$ cat src/rtl/mult_div_pkg.sv
// Shared constants and FSM encoding for the iterative multiply/divide unit.
// MULTDIV_RADIX4_MULT_EN selects a 2-bit-per-step multiply.
package mult_div_pkg;

   localparam int DEF_WIDTH = 32;
   localparam int DEF_CNT_W = 6;

   typedef enum logic [1:0] {
      S_IDLE,
      S_MULT,
      S_DIV,
      S_FIX
   } state_e;

`ifdef MULTDIV_RADIX4_MULT_EN
   localparam int MULT_ITERS = DEF_WIDTH / 2;
`else
   localparam int MULT_ITERS = DEF_WIDTH;
`endif
   localparam int DIV_ITERS = DEF_WIDTH;

endpackage

$ cat src/rtl/div_restore_step.sv
// One restoring-division step: shift in a dividend bit, subtract if it fits.
module div_restore_step #(
   parameter int W = 32
) (
   input  logic [W-1:0] rem_i,
   input  logic [W-1:0] divisor_i,
   input  logic         din_i,
   output logic [W-1:0] rem_o,
   output logic         q_o
);

   logic [W:0] trial;
   logic [W:0] diff;

   assign trial = {rem_i, din_i};
   assign diff  = trial - {1'b0, divisor_i};
   // rem < divisor always holds, so a clear top bit means no borrow
   assign q_o   = ~diff[W];
   assign rem_o = q_o ? diff[W-1:0] : trial[W-1:0];

endmodule

$ cat src/rtl/mult_div_unit.sv
// Iterative signed multiply / divide writing HI/LO on completion.
// MULTDIV_RADIX4_MULT_EN: multiply retires 2 bits per cycle.
module mult_div_unit
   import mult_div_pkg::*;
#(
   parameter int WIDTH = DEF_WIDTH,
   parameter int CNT_W = DEF_CNT_W
) (
   input  logic             clk,
   input  logic             reset,
   input  logic             multOP,
   input  logic             divOP,
   input  logic [WIDTH-1:0] srcA,
   input  logic [WIDTH-1:0] srcB,
   output logic [WIDTH-1:0] hi,
   output logic [WIDTH-1:0] lo,
   output logic             busy,
   output logic             done,
   output logic             divByZero
);

   state_e             state_q, state_d;
   logic [CNT_W-1:0]   cnt_q, cnt_d;
   logic [2*WIDTH-1:0] acc_q, acc_d;
   logic [WIDTH-1:0]   bmag_q, bmag_d;
   logic [WIDTH-1:0]   hi_q, hi_d;
   logic [WIDTH-1:0]   lo_q, lo_d;
   logic               sa_q, sa_d;
   logic               sb_q, sb_d;
   logic               div_q, div_d;
   logic               done_q, done_d;
   logic               dbz_q, dbz_d;

   logic [WIDTH-1:0]   a_abs, b_abs;
   logic [2*WIDTH-1:0] m_next, d_next, prod;
   logic [WIDTH-1:0]   rem_n, quo, rem;
   logic               q_bit;

   assign a_abs = srcA[WIDTH-1] ? -srcA : srcA;
   assign b_abs = srcB[WIDTH-1] ? -srcB : srcB;

`ifdef MULTDIV_RADIX4_MULT_EN
   logic [WIDTH+1:0] b_x, m_sum;

   always_comb begin
      b_x = '0;
      unique case (acc_q[1:0])
         2'd1:    b_x = {2'b00, bmag_q};
         2'd2:    b_x = {1'b0, bmag_q, 1'b0};
         2'd3:    b_x = {1'b0, bmag_q, 1'b0} + {2'b00, bmag_q};
         default: b_x = '0;
      endcase
      m_sum  = {2'b00, acc_q[2*WIDTH-1:WIDTH]} + b_x;
      m_next = {m_sum, acc_q[WIDTH-1:2]};
   end
`else
   logic [WIDTH:0] m_sum;

   always_comb begin
      m_sum  = {1'b0, acc_q[2*WIDTH-1:WIDTH]}
             + (acc_q[0] ? {1'b0, bmag_q} : '0);
      m_next = {m_sum, acc_q[WIDTH-1:1]};
   end
`endif

   // Divide reuses acc: upper half is remainder, lower half shifts quotient in
   div_restore_step #(.W(WIDTH)) u_step (
      .rem_i     (acc_q[2*WIDTH-1:WIDTH]),
      .divisor_i (bmag_q),
      .din_i     (acc_q[WIDTH-1]),
      .rem_o     (rem_n),
      .q_o       (q_bit)
   );

   assign d_next = {rem_n, acc_q[WIDTH-2:0], q_bit};
   assign prod   = (sa_q ^ sb_q) ? -acc_q : acc_q;
   assign quo    = (sa_q ^ sb_q) ? -acc_q[WIDTH-1:0] : acc_q[WIDTH-1:0];
   assign rem    = sa_q ? -acc_q[2*WIDTH-1:WIDTH] : acc_q[2*WIDTH-1:WIDTH];

   always_comb begin
      state_d = state_q;
      cnt_d   = cnt_q;
      acc_d   = acc_q;
      bmag_d  = bmag_q;
      sa_d    = sa_q;
      sb_d    = sb_q;
      div_d   = div_q;
      hi_d    = hi_q;
      lo_d    = lo_q;
      done_d  = 1'b0;
      dbz_d   = 1'b0;
      unique case (state_q)
         S_IDLE: begin
            if (multOP || (divOP && srcB != '0)) begin
               state_d = multOP ? S_MULT : S_DIV;
               div_d   = ~multOP;
               acc_d   = {{WIDTH{1'b0}}, a_abs};
               bmag_d  = b_abs;
               sa_d    = srcA[WIDTH-1];
               sb_d    = srcB[WIDTH-1];
               cnt_d   = '0;
            end else if (divOP) begin
               dbz_d = 1'b1;
            end
         end
         S_MULT: begin
            acc_d = m_next;
            cnt_d = cnt_q + CNT_W'(1);
            if (cnt_q == CNT_W'(MULT_ITERS - 1)) state_d = S_FIX;
         end
         S_DIV: begin
            acc_d = d_next;
            cnt_d = cnt_q + CNT_W'(1);
            if (cnt_q == CNT_W'(DIV_ITERS - 1)) state_d = S_FIX;
         end
         S_FIX: begin
            if (div_q) begin
               hi_d = rem;
               lo_d = quo;
            end else begin
               {hi_d, lo_d} = prod;
            end
            done_d  = 1'b1;
            state_d = S_IDLE;
         end
         default: state_d = S_IDLE;
      endcase
   end

   always_ff @(posedge clk or negedge reset) begin
      if (!reset) begin
         state_q <= S_IDLE;
         cnt_q   <= '0;
         acc_q   <= '0;
         bmag_q  <= '0;
         sa_q    <= 1'b0;
         sb_q    <= 1'b0;
         div_q   <= 1'b0;
         hi_q    <= '0;
         lo_q    <= '0;
         done_q  <= 1'b0;
         dbz_q   <= 1'b0;
      end else begin
         state_q <= state_d;
         cnt_q   <= cnt_d;
         acc_q   <= acc_d;
         bmag_q  <= bmag_d;
         sa_q    <= sa_d;
         sb_q    <= sb_d;
         div_q   <= div_d;
         hi_q    <= hi_d;
         lo_q    <= lo_d;
         done_q  <= done_d;
         dbz_q   <= dbz_d;
      end
   end

   assign hi        = hi_q;
   assign lo        = lo_q;
   assign busy      = (state_q != S_IDLE);
   assign done      = done_q;
   assign divByZero = dbz_q;

endmodule

$ cat config.mk
export PLATFORM = sky130hd
export DESIGN_NAME = mult_div_unit
export DESIGN_NICKNAME = d
export VERILOG_FILES = /design/src/rtl/mult_div_pkg.sv /design/src/rtl/div_restore_step.sv /design/src/rtl/mult_div_unit.sv
export SDC_FILE = /design/constraint.sdc
export NUM_CORES = 1
export LEC_CHECK = 0
export ABC_AREA = 0
export CORE_MARGIN = 2
export CORE_UTILIZATION = 30
export DETAILED_ROUTE_END_ITERATION = 16
export PLACE_DENSITY_LB_ADDON = 0.25
export SYNTH_ARGS = -nofsm -noshare
export SYNTH_HDL_FRONTEND = slang
export SYNTH_SLANG_ARGS = --single-unit
$ cat constraint.sdc
create_clock -name clk -period 10.98 [get_ports clk]
set_input_delay 2.196 -clock clk [delete_from_list [all_inputs] [get_ports clk]]
set_output_delay 2.196 -clock clk [all_outputs]
set_load 0.03 [all_outputs]
Yosys cells after proc, flatten, opt, wreduce, memory -nomap -nowiden
Cells that the tools add are included.

storage, ports and cells
  output and inout port bits = 67
  bits in registers = 173
  word-level logic and storage cells = 61

operators by class
  eq/ne operators = 6
  add/sub/neg operators = 8
  bitwise logic cells = 3
  mux-type cells = 21
  reduce and logical (&&, ||, !) cells = 12

operators by type and width
  kind                                                    count
  two-way mux 32 bit                                      8
  one-hot mux 64 bit (3 select lines)                     1
  two-way mux 64 bit                                      2
  negation 32 bit                                         4
  negation 64 bit                                         1
  adder 32 x 32 -> 33 bit                                 1
  subtractor 33 x 32 -> 33 bit                            1
  nonzero test 32 bit                                     1
  one-hot mux 6 bit (2 select lines)                      1
  AND reduction 2 bit                                     4
  adder 6 x 1 -> 6 bit (second input constant)            1
  equality test 6 x 5 -> 1 bit (second input constant)    1
  two-way mux 2 bit                                       3
  two-way mux 6 bit                                       1
  one-hot mux 2 bit (3 select lines)                      1
  equality test 2 bit (second input constant)             2
  two-way mux 1 bit                                       4
  nonzero test 2 bit                                      2
  nonzero test 3 bit                                      1
  equality test 2 x 1 -> 1 bit (second input constant)    1
  logical NOT 2 bit                                       1
  inequality test 2 x 1 -> 1 bit (second input constant)  1
  inequality test 2 bit (second input constant)           1
  NOT 1 bit                                               2
  4 further kinds                                         4

Depth between registers and ports, before layout
Gate-level depths: netlist of the first run.

  depth after elaboration = 5
  mapped depth = 14

Cells and area by module
From an unflattened synthesis of the first run, not the netlist that was laid out.

unflattened totals
  cell total of the unflattened synthesis = 1804
  area total of the unflattened synthesis = 14820.5 µm²

modules (own cells, without submodules)
  module            cells each  sequential area each (µm²)  area an instance (µm²)  times used
  mult_div_unit     1499        4329.2                      12462.0                 1
  div_restore_step  305         0.0                         2358.5                  1

Worst setup path before layout of the first run
OpenSTA, ideal clock, no wires.

  path kind = input to register
  start = input port srcA[2]
  end = register acc_q[29]
  buffers on the path = 0
  cell stages on the path = 9
  required time = 10.885 ns
  data arrival time = 4.848 ns
  path slack = 6.036 ns
  cells stage by stage = or4_1 > or4_1 > or3_1 > or4_1 > nand2b_1 > o31ai_2 > xnor2_1 > nor2_1 > o31ai_1

between the ends
  word-level cells in the longest chain between the ends = 4

RTL lines
  element                              RTL line              RTL
  start: declaration                   mult_div_unit.sv:13   input logic [WIDTH-1:0] srcA,
  negation 32 bit                      mult_div_unit.sv:39   assign a_abs = srcA[WIDTH-1] ? -srcA : srcA;
  two-way mux 32 bit                   mult_div_unit.sv:39
  two-way mux 64 bit                   mult_div_unit.sv:94   if (multOP || (divOP && srcB != '0)) begin
  one-hot mux 64 bit (3 select lines)  mult_div_unit.sv:92   unique case (state_q)
  end signal: assignment               mult_div_unit.sv:134  acc_q <= '0;
  end signal: assignment               mult_div_unit.sv:146  acc_q <= acc_d;
  end: declaration                     mult_div_unit.sv:24   logic [2*WIDTH-1:0] acc_q, acc_d;

No other way between the ends. The select of a mux whose other input is x is not followed.
A chain may end at the register's enable or synchronous reset.

Final worst setup path of the first run
  start = input port srcB[14]
  end = register acc_q[53]

between the ends
  word-level cells in the longest chain between the ends = 5

RTL lines
  element                          RTL line             RTL
  start: declaration               mult_div_unit.sv:14  input logic [WIDTH-1:0] srcB,
  nonzero test 32 bit              mult_div_unit.sv:94
  logical AND 1 bit                mult_div_unit.sv:94
  logical OR 1 bit                 mult_div_unit.sv:94
  inequality test 2 bit (no line)  --
  AND reduction 2 bit (no line)    --

No other way between the ends.

==> results of run 1 <==
-- flip-flops by register name (all words and copies together) (netlist names), 2 cells and up --
name	count
acc_q	64
bmag_q	32
hi	32
lo	32
cnt_q	6
state_q	2
-- layout make-up --
cell class,instances,area share [%]
diodes,2,0.0304
clock buffers,20,2.71
clock inverters,12,0.631
repair buffers,150,8.88
multi-input cells,1406,55.4
flip-flops and latches,173,26.3
inverters,65,1.48
well taps,607,4.61
-- cell usage in the layout, fill, tap and decap left out, types with 9 or more instances in the layout --
| cell | instances |
|---|---|
| nor2_1 | 196 |
| a21oi_1 | 175 |
| dfrtp_1 | 173 |
| nand2_1 | 161 |
| clkdlybuf4s50_1 | 133 |
| o21ai_0 | 121 |
| xnor2_1 | 110 |
| ha_1 | 73 |
| inv_1 | 64 |
| xor2_1 | 63 |
| o31ai_1 | 56 |
| nor3_1 | 34 |
| a221oi_1 | 32 |
| a21o_1 | 31 |
| nand3_1 | 26 |
| a31oi_1 | 24 |
| nand2b_1 | 22 |
| nor4_1 | 21 |
| or3_1 | 19 |
| mux2i_1 | 18 |
| or4_1 | 17 |
| clkbuf_16 | 17 |
| mux2_2 | 16 |
| buf_4 | 16 |
| nand4_1 | 13 |
| o211ai_1 | 12 |
| a221o_1 | 12 |
| a22oi_1 | 11 |
| o41ai_1 | 11 |
| and2_1 | 9 |
| nor2b_1 | 9 |
-- routing by layer --
| layer | global-route usage [%] | vias to the layer above |
|---|---|---|
| met3 | 2.91 | 63 |
| met5 | 0 | - |
| met4 | 6.28 | 0 |
| li1 | - | 6465 |
| met1 | 26.6 | 6325 |
| met2 | 27.2 | 352 |
-- metrics by stage --
step                      setup slack, ps  utilization [%]  power, uW
after floorplan                      6040                -       4040
after global placement               3900             34.2       5160
after detailed placement             3830             34.2       5190
after CTS                            4330             35.4       5800
after global routing                 3980             35.4       6300
final                                4320             35.4       5790
-- cells by family after synthesis --
group | after synthesis
buffers and inverters | 180
adders and majority gates | 76
xor gates and xnor gates | 173
muxes | 35
AOI/OAI and AO/OA | 543
DFF | 173
and+or+nand+nor | 579
-- path summary, 6_finish.rpt --
check / startpoint / endpoint
max in group asynchronous: reset / bmag_q[25]
min in group asynchronous: reset / acc_q[9]
worst max-delay path: srcB[14] / acc_q[53]
worst min register to register: bmag_q[29] / bmag_q[29]
worst min-delay path: bmag_q[29] / bmag_q[29]
worst max register to register: acc_q[31] / acc_q[50]
-- power by group through the flow --
stage          Sequential [uW]  Clock, uW  Combinational (uW)
2_1_floorplan             1370          0                2670
3_3_place_gp              1360          0                3800
3_5_place_dp              1360          0                3830
4_1_cts                   1350        605                3840
5_1_grt                   1410        633                4260
6_report                  1360        591                3840
-- worst max-delay path, cell delays in order --
cell,delay (ps)
clkdlybuf4s50_1,470
or4_1,590
or3_1,380
or4_1,430
o41a_1,500
o21bai_4,720
buf_4,720
nor2_1,420
o21ai_0,180
a21oi_1,60
a221o_1,270
==> summary.txt, run 1 <==
Cells and area
  • Share of cells above drive strength 1: 5.09%
  • # fillers: ~4900
  • FF+latch area: 4330 sq um
  • Multi-input logic area: between 9000 and 10000 sq um
  • Final Instance Area: around 16000 sq um
  • Final Instance Count excl. Fillers: around 2400
  • Final #Nets: between 1500 and 2000
  • Layout area overhead: 16.6%

Floorplanning
  • Die Span Y: between 200 and 250 um
  • Die width: between 200 and 250 um
  • # rows: slightly below 80
  • Initial Util: between 30% and 40%
  • CORE AREA: 46600 sq um
  • # IOs: ~140
  • Area of the die: around 49000 sq um

Placement
  • Detailed Place HPWL: between 30 and 40 mm
  • GPL Wtd Cong: between 0.8 and 0.9
  • Port buffer count: 134
  • Dpl cell area: 15900 sq um
  • Placed insts: around 2400

Worst setup path
  • Crit Path Max Fanout: 76
  • Critical Path RT: about 11000 ps
  • Startpoint class of the critical path: input pin
  • CP arrival: roughly 7000 ps
  • CP Class: in2reg
  • Setup crit end kind: register
  • Worst-case reg-to-reg path depth: 13
  • R2R Setup Slk: 5870 ps

Power
  • Reg power frac: a little under a quarter
  • Clock share of power: 10.2%
  • Logic pwr share: 66.3%
  • PD cells: around 350 nW/um^2
  • Int Power: between 2000 and 3000 uW
  • Sw Ratio: a little over half
  • Sw power: between 3000 and 4000 uW
  • Leak Pwr: 0.00686 uW
  • Worst vdd ir: ~0.00013 V

Drt
  • Routed vias/inst: 5.42
  • Number of remaining DRC errors: 0
  • Total Wirelength: between 40 and 50 mm
  • TritonRoute pass-1 iters: 5
  • Antenna viol nets, final: 0
  • Routed length per instance: 18.5 um
  • DR top layer: met4
  • Vias: 13205
  • Met3 wire length: 2.29 mm
  • Initial DRC Count: approximately 1100
  • Wire length on met2: ~19 mm
  • WL met1: 22.2 mm

Outcome
  • Status: finished clean

Logic synthesis
  • Synth Instances: between 1500 and 2000
  • Simple-Gate Fraction of Synth Area: between 15 and 20%
  • Post-synthesis cell area: 14100 sq um
  • Adder-Cell Fraction of Synth Area: about 6.8%
  • Post-synthesis mux area share: ~2.7%
  • Largest family of logic cells by synthesized area: compound AO/OA/AOI/OAI gates
  • Synth cell count leaders: nor2_1 (196), a21oi_1 (175), dfrtp_1 (173)
  • Part of the Yosys area used for sequential elements: 30.6%
  • Synth unique cells: approximately 80
  • Synth warnings: 0
  • Compound-Gate Fraction of Synth Area: 24.4%
  • Synth area leaders: dfrtp_1 (31%), xnor2_1 (6.8%), ha_1 (6.6%), a21oi_1 (6.2%), nor2_1 (5.2%)
  • Post-synth net total: 1903
  • EDFF count, synth: 0
  • Xor-xnor portion of the synthesized cell area: 10.7%
  • Synthesized area per cell: between 8 and 9 sq um
  • Synth Register Bits: roughly 170
  • Synth area leader: dfrtp_1
  • Top FF cell, synth: dfrtp_1
  • Synth top area share: between 30% and 40%
  • Count leader, synth: nor2_1
  • Async SR Flop Fraction: 100%

Job
  • MaxCap Viol Count: 0

Timing
  • Period utilisation layout: 60.7%
  • Final Slew Violations: 0
  • Period minus WS final: approximately 6700 ps
  • Final setup TNS: 0 ps
  • Final hold viol count: 0
  • RSZ-0062 raised after global routing: no
  • Final setup viols: 0
  • FMAX: 150 MHz
  • Slew @ Worst Pin: ~1100 ps
  • Clock skew: between 15 and 20 ps
  • Slew margin rel.: between 20 and 30%
  • Hold_ws: 485 ps

Clocking
  • Post-CTS resize count: 0
  • Root Driver: clkbuf_16
  • Post-CTS Setup Bufs: 0
  • CTS tree: built
  • # clock sinks: approximately 170
  • Worst-skew pair later-pin latency: between 400 and 500 ps
  • H-tree Lvls: 4
  • Num CTS Buffers: 17
  • Clock Tree Buf Depth: 2
  • Worst-path clk slew: ~80 ps
  • Hold buffers post-CTS: 0

Global routing
  • Global-route usage over all layers: a little under a fifth
  • Vias in the first global route: ~13000
  • Initial antenna violation count: 0
  • Largest net degree at the start of global routing: just under 90
  • First-pass GRT wire length: 71.9 mm
  • Grt ovf: 0

Min path
  • Hold crit path type: reg2reg
  • Hold Path Stages: 2
Note: power is estimated with default switching activity, not from simulation.
==> run 2: changes to the inputs <==
Clock period 10.98 ns to 5.43 ns, I/O delays scaled along.
==> summary.txt, run 2 (same netlist as run 1, synthesis figures left out) <==
Worst setup path
  • Instance count on the critical path: 14 (+3)
  • Worst-case reg-to-reg path depth: 14 (+1)
  • Critical path endpoint: acc_q[40]
  • WP buf/inv: 3 (+1)
  • CP top delay family: compound AO/OA/AOI/OAI gates
  • Critical Path RT: 5800 ps (-5530 ps)
  • CP Class: reg2reg
  • R2R Path Start: acc_q[31]
  • Crit Path Max Fanout: 15 (-80%)
  • RR Endpoint: acc_q[40]
  • CP arrival: 4720 ps (-2290 ps)
  • Setup crit end kind: register
  • Startpoint class of the critical path: register
  • R2R Setup Slk: 1070 ps (-4800 ps)
  • Critical-path top delay cell: dfrtp_1
  • CP peak stage delay: 470 ps (-250 ps)
  • Worst path cell trace: inv_1 > ha_1 > fa_1 > nand2b_1 > a21oi_1 > o21ai_0 > a2111oi_1 > buf_4 > or4b_1 > nand3_2 > buf_4 > nand2_1 > o21ai_0 > a221o_1
  • Critical Path Start: acc_q[31]

Timing
  • Hold_ws: 480 ps (-5.78 ps)
  • RSZ-0062 raised after global routing: no
  • Slew margin rel.: 31.5% (+6.0 points)
  • Final hold viol count: 0 (unchanged)
  • Final setup viols: 0 (unchanged)
  • Clock skew: 13.0 ps (-2.40 ps)
  • Final setup TNS: 0 ps (unchanged)
  • Final Slew Violations: 0 (unchanged)
  • Period minus WS final: around 4400 ps
  • Period utilisation layout: 80.3%
  • FMAX: approximately 230 MHz
  • Slew @ Worst Pin: 1020 ps (-89.1 ps)

Cells and area
  • # fillers: 4828 (-0.45%)
  • Final #Nets: 1972 (+0.77%)
  • Most flops, register: acc_q
  • Max FFs per register: 64 (unchanged)
  • Most frequent cells in the layout: nor2_1 (196), a21oi_1 (175), dfrtp_1 (173), nand2_1 (161), clkdlybuf4s50_1 (133)
  • Share of cells above drive strength 1: 5.98% (+0.88 points)
  • Ant. Diodes: 0 (-2)
  • Commonest non-fill, non-tap cell in the layout: nor2_1
  • Layout area overhead: 17.7%

Placement
  • Port buffer count: 134 (unchanged)
  • Detailed Place HPWL: 35.0 mm (+0.91%)
  • GPL Wtd Cong: 0.897 (+0.44%)

Drt
  • DR top layer: met4
  • WL met1: 22.5 mm (+1.4%)
  • Vias: 13202 (-0.023%)
  • Wire length on met2: 19.8 mm (+2.1%)
  • Antenna viol nets, final: 0 (unchanged)
  • Initial DRC Count: 1121 (+4.0%)
  • Total Wirelength: 45.0 mm (about the same)
  • Routed length per instance: 18.4 um (-0.57%)
  • Met3 wire length: 1.97 mm (-14%)
  • Routed vias/inst: 5.39 (-0.55%)
  • Number of remaining DRC errors: 0 (unchanged)
  • TritonRoute pass-1 iters: 5 (unchanged)

Power
  • Worst vdd ir: 0.000294 V (+120%)
  • Leak Pwr: 0.00698 uW (+1.7%)
  • Reg power frac: 22.3% (-1.2 points)
  • Sw power: 6230 uW (+100%)
  • Int Power: 5630 uW (+110%)
  • PD cells: 714 nW/um^2 (+100%)
  • Sw Ratio: 52.5% (-0.33 points)
  • Logic pwr share: 66.9% (+0.6 points)
  • Clock share of power: 10.8% (+0.6 points)

Global routing
  • Largest net degree at the start of global routing: 89 (unchanged)
  • Global-route usage over all layers: 18.3% (+0.091 points)
  • Initial antenna violation count: 0 (unchanged)
  • Vias in the first global route: 12297 (-2.2%)
  • First-pass GRT wire length: 71.6 mm (-0.37%)
  • Grt ovf: 0 (unchanged)

Clocking
  • H-tree Lvls: 4 (unchanged)
  • Num CTS Buffers: 17 (unchanged)
  • # clock sinks: 173 (unchanged)
  • Post-CTS Setup Bufs: 0 (unchanged)
  • CTS tree: built
  • Worst-skew pair later-pin latency: 470 ps (about the same)
  • Post-CTS resize count: 0 (unchanged)
  • Clock Tree Buf Depth: 2 (unchanged)
  • Hold buffers post-CTS: 0 (unchanged)
  • Root Driver: clkbuf_16
  • Worst-path clk slew: 80 ps (about the same)

Floorplanning
  • # rows: 79 (unchanged)
  • Area of the die: 48800 sq um (unchanged)
  • Die width: 221 um (unchanged)
  • # IOs: 135 (unchanged)
  • Die Span Y: 221 um (unchanged)
  • CORE AREA: 46600 sq um (unchanged)
  • Initial Util: 30.3% (unchanged)

Job
  • MaxCap Viol Count: 0 (unchanged)

Outcome
  • Status: finished clean

Min path
  • Hold crit path type: reg2reg
  • Hold_sp: bmag_q[25]
==> run 2: cell count changes in the layout (fill, tap and decap cells not counted), sizes merged <==
cell / delta
buf: +15
inv: +4
clkinvlp: -3
clkbuf: -2
diode: -2
bufinv: +1
==> run 2: layout make-up <==
class / count / area, sq um / share of cell area [%]
Clock buffer: 18 / 439 / 2.64
Clock inverter: 14 / 148 / 0.888
Inverter: 65 / 244 / 1.47
Multi-Input combinational cell: 1406 / 9110 / 54.8
Sequential cell: 173 / 4330 / 26.0
Tap cell: 607 / 759 / 4.57
Timing Repair Buffer: 165 / 1590 / 9.55
==> run 2: metal layers <==
layer,up-vias,track usage (%)
met2,333,27.6
met3,35,2.30
met5,-,0
li1,6500,-
met1,6334,27.4
met4,0,4.96
==> run 2: through the flow <==
| step | cell area, sq um | std cells | utilization (%) | setup WS [ps] | power (uW) |
|---|---|---|---|---|---|
| 5_1_grt | 16600 | 2448 | 35.7 | 830 | 12900 |
| 6_report | 16600 | 2448 | 35.7 | 1070 | 11900 |
| 2_1_floorplan | 14100 | 1759 | - | 1600 | 8160 |
| 3_3_place_gp | 16000 | 2416 | 34.4 | 664 | 10500 |
| 3_5_place_dp | 16000 | 2416 | 34.4 | 670 | 10600 |
| 4_1_cts | 16600 | 2448 | 35.7 | 1130 | 11900 |
==> run 2: worst min path at each step <==
stage                 endpoint  slack (ps)  depth (start not counted)
floorplan           bmag_q[31]         440                          2
global placement    bmag_q[25]         470                          2
detailed placement  bmag_q[25]         470                          2
CTS                 bmag_q[25]         490                          2
global route        bmag_q[30]         520                          2
finish              bmag_q[25]         480                          2
==> run 2: power groups by stage <==
stage               sequential (uW)  clock [uW]  combinational (uW)
finish                         2650        1280                7940
global route                   2740        1360                8770
CTS                            2640        1320                7920
detailed placement             2670           0                7890
global placement               2650           0                7800
floorplan                      2770           0                5390
==> run 2: worst min-delay path: cells and delay by family, from the launching register on <==
family / cells / cell delay, ps
AO/OA/AOI/OAI: 1 / 60
flip-flops: 1 / 340
AND/OR/NAND/NOR: 1 / 50
==> run 3: changes to the inputs <==
Clock period 5.43 ns to 4.24 ns, I/O delays scaled along.
==> summary.txt, run 3 (same netlist as run 1, synthesis figures left out) <==
Timing
  • Final setup TNS: 0 ps (unchanged)
  • Final setup viols: 0 (unchanged)
  • Slew @ Worst Pin: 1070 ps (+46.1 ps)
  • Period utilisation layout: 93.5% (+13 points)
  • Hold_ws: 399 ps (-80.3 ps)
  • Final hold viol count: 0 (unchanged)
  • Clock skew: 13.1 ps (+0.0515 ps)
  • RSZ-0062 raised after global routing: no
  • Worst setup margin: 277 ps (-796 ps)
  • Slew margin rel.: 28.4% (-3.1 points)
  • Final Slew Violations: 0 (unchanged)
  • FMAX: 252 MHz (+10%)
  • Period minus WS final: 3960 ps (-394 ps)

Cells and area
  • Most frequent cells in the layout: nor2_1 (196), a21oi_1 (175), dfrtp_1 (173), nand2_1 (161), clkdlybuf4s50_1 (133)
  • FF+latch area: 4330 sq um (unchanged)
  • # fillers: 4826 (-0.041%)
  • Most flops, register: acc_q
  • Multi-input logic area: 9110 sq um (unchanged)
  • Ant. Diodes: 0 (unchanged)
  • Final #Nets: 2047 (+3.8%)
  • Commonest non-fill, non-tap cell in the layout: nor2_1
  • Final Instance Count excl. Fillers: 2523 (+3.1%)
  • Layout area overhead: 22.0%
  • Share of cells above drive strength 1: 9.55% (+3.6 points)
  • Max FFs per register: 64 (unchanged)

Worst setup path
  • Critical Path RT: 4610 ps (-1190 ps)
  • CP Class: reg2reg
  • Crit Path Max Fanout: 15 (unchanged)
  • Worst-case reg-to-reg path depth: 14 (unchanged)
  • Startpoint class of the critical path: register
  • R2R Path Start: bmag_q[0]
  • Setup crit end kind: register
  • CP arrival: 4340 ps (-380 ps)
  • RR Endpoint: acc_q[0]
  • R2R Setup Slk: 280 ps (-800 ps)

Global routing
  • Grt ovf: 0 (unchanged)
  • Global-route usage over all layers: 19.0% (+0.67 points)
  • Largest net degree at the start of global routing: 75 (-16%)
  • Vias in the first global route: 12962 (+5.4%)
  • First-pass GRT wire length: 74.3 mm (+3.8%)
  • Initial antenna violation count: 0 (unchanged)

Drt
  • Initial DRC Count: 1097 (-2.1%)
  • Routed length per instance: 18.5 um (+0.42%)
  • Number of remaining DRC errors: 0 (unchanged)
  • TritonRoute pass-1 iters: 7 (+2)
  • Routed vias/inst: 5.37 (-0.40%)
  • Total Wirelength: 46.6 mm (+3.5%)
  • Antenna viol nets, final: 0 (unchanged)
  • Vias: 13552 (+2.7%)

Placement
  • GPL Wtd Cong: 0.919 (+2.4%)
  • Detailed Place HPWL: 36.8 mm (+5.3%)
  • Port buffer count: 134 (unchanged)
  • Placed insts: 2491 (+3.1%)
  • Pre-CTS setup slack: -53.4 ps (-724 ps)

Clocking
  • Worst-skew pair later-pin latency: 460 ps (about the same)
  • Worst-path clk slew: 70 ps (about the same)
  • Num CTS Buffers: 17 (unchanged)
  • Post-CTS Setup Bufs: 0 (unchanged)
  • Hold buffers post-CTS: 0 (unchanged)
  • Root Driver: clkbuf_16
  • Post-CTS resize count: 0 (unchanged)
  • # clock sinks: 173 (unchanged)
  • H-tree Lvls: 4 (unchanged)
  • CTS tree: built
  • Clock Tree Buf Depth: 2 (unchanged)

Floorplanning
  • Die width: 221 um (unchanged)
  • Die Span Y: 221 um (unchanged)
  • Initial Util: 30.3% (unchanged)
  • # rows: 79 (unchanged)
  • Area of the die: 48800 sq um (unchanged)
  • CORE AREA: 46600 sq um (unchanged)
  • # IOs: 135 (unchanged)

Power
  • Leak Pwr: 0.00735 uW (+5.3%)
  • Worst vdd ir: 0.000434 V (+48%)
  • PD cells: 908 nW/um^2 (+27%)
  • Total power: 15600 uW (+32%)

Outcome
  • Status: finished clean

Min path
  • Hold crit path type: in2async

Job
  • MaxCap Viol Count: 0 (unchanged)
run 3: power breakdown:
group          total (uW)  switching, uW  internal (uW)
Combinational       10800           6610           4190
Sequential           3240            810           2430
Clock                1600            753            845
run 3: worst max-delay path by stage:
stage	start	endpoint	slack, ps	cells past startpoint
final	bmag_q[0]	acc_q[0]	280	14
after global routing	bmag_q[0]	acc_q[0]	40	14
after floorplan	srcA[2]	acc_q[29]	640	9
after CTS	bmag_q[0]	acc_q[0]	340	14
after detailed placement	srcB[20]	acc_q[63]	-50	11
after global placement	srcB[20]	acc_q[46]	-1	11
run 3: per-layer routing:
layer | vias to the layer above | wire length [um] | track usage, %
li1 | 6662 | - | -
met1 | 6418 | 23300 | 28.4
met2 | 420 | 19800 | 28.2
met3 | 52 | 2560 | 2.51
met4 | 0 | 996 | 5.78
met5 | - | 0 | 0
run 3: through the flow:
step	util (%)	instance area (sq um)
4_1_cts	37.0	17200
6_report	37.0	17200
2_1_floorplan	-	14100
3_5_place_dp	35.8	16700
5_1_grt	37.0	17200
3_3_place_gp	35.8	16700
run 3: area by class of cell:
type	count	area share, %
inverter	65	1.42
clock inverter	12	0.748
timing repair buffer	240	12.8
multi-input combinational	1406	52.9
tap	607	4.41
clock buffer	20	2.59
sequential	173	25.1
run 3: critical path, cell delays in order, from the launching register on:
cell and delay [ps]:
dfrtp_1 410, ha_1 240, fa_1 400, nand2b_1 180
a21oi_1 250, o21ai_0 310, a2111oi_1 580, buf_4 220
or4b_1 140, nand3_2 120, buf_12 190, buf_4 150
o211ai_1 270, o21ai_0 210, o21ai_0 190
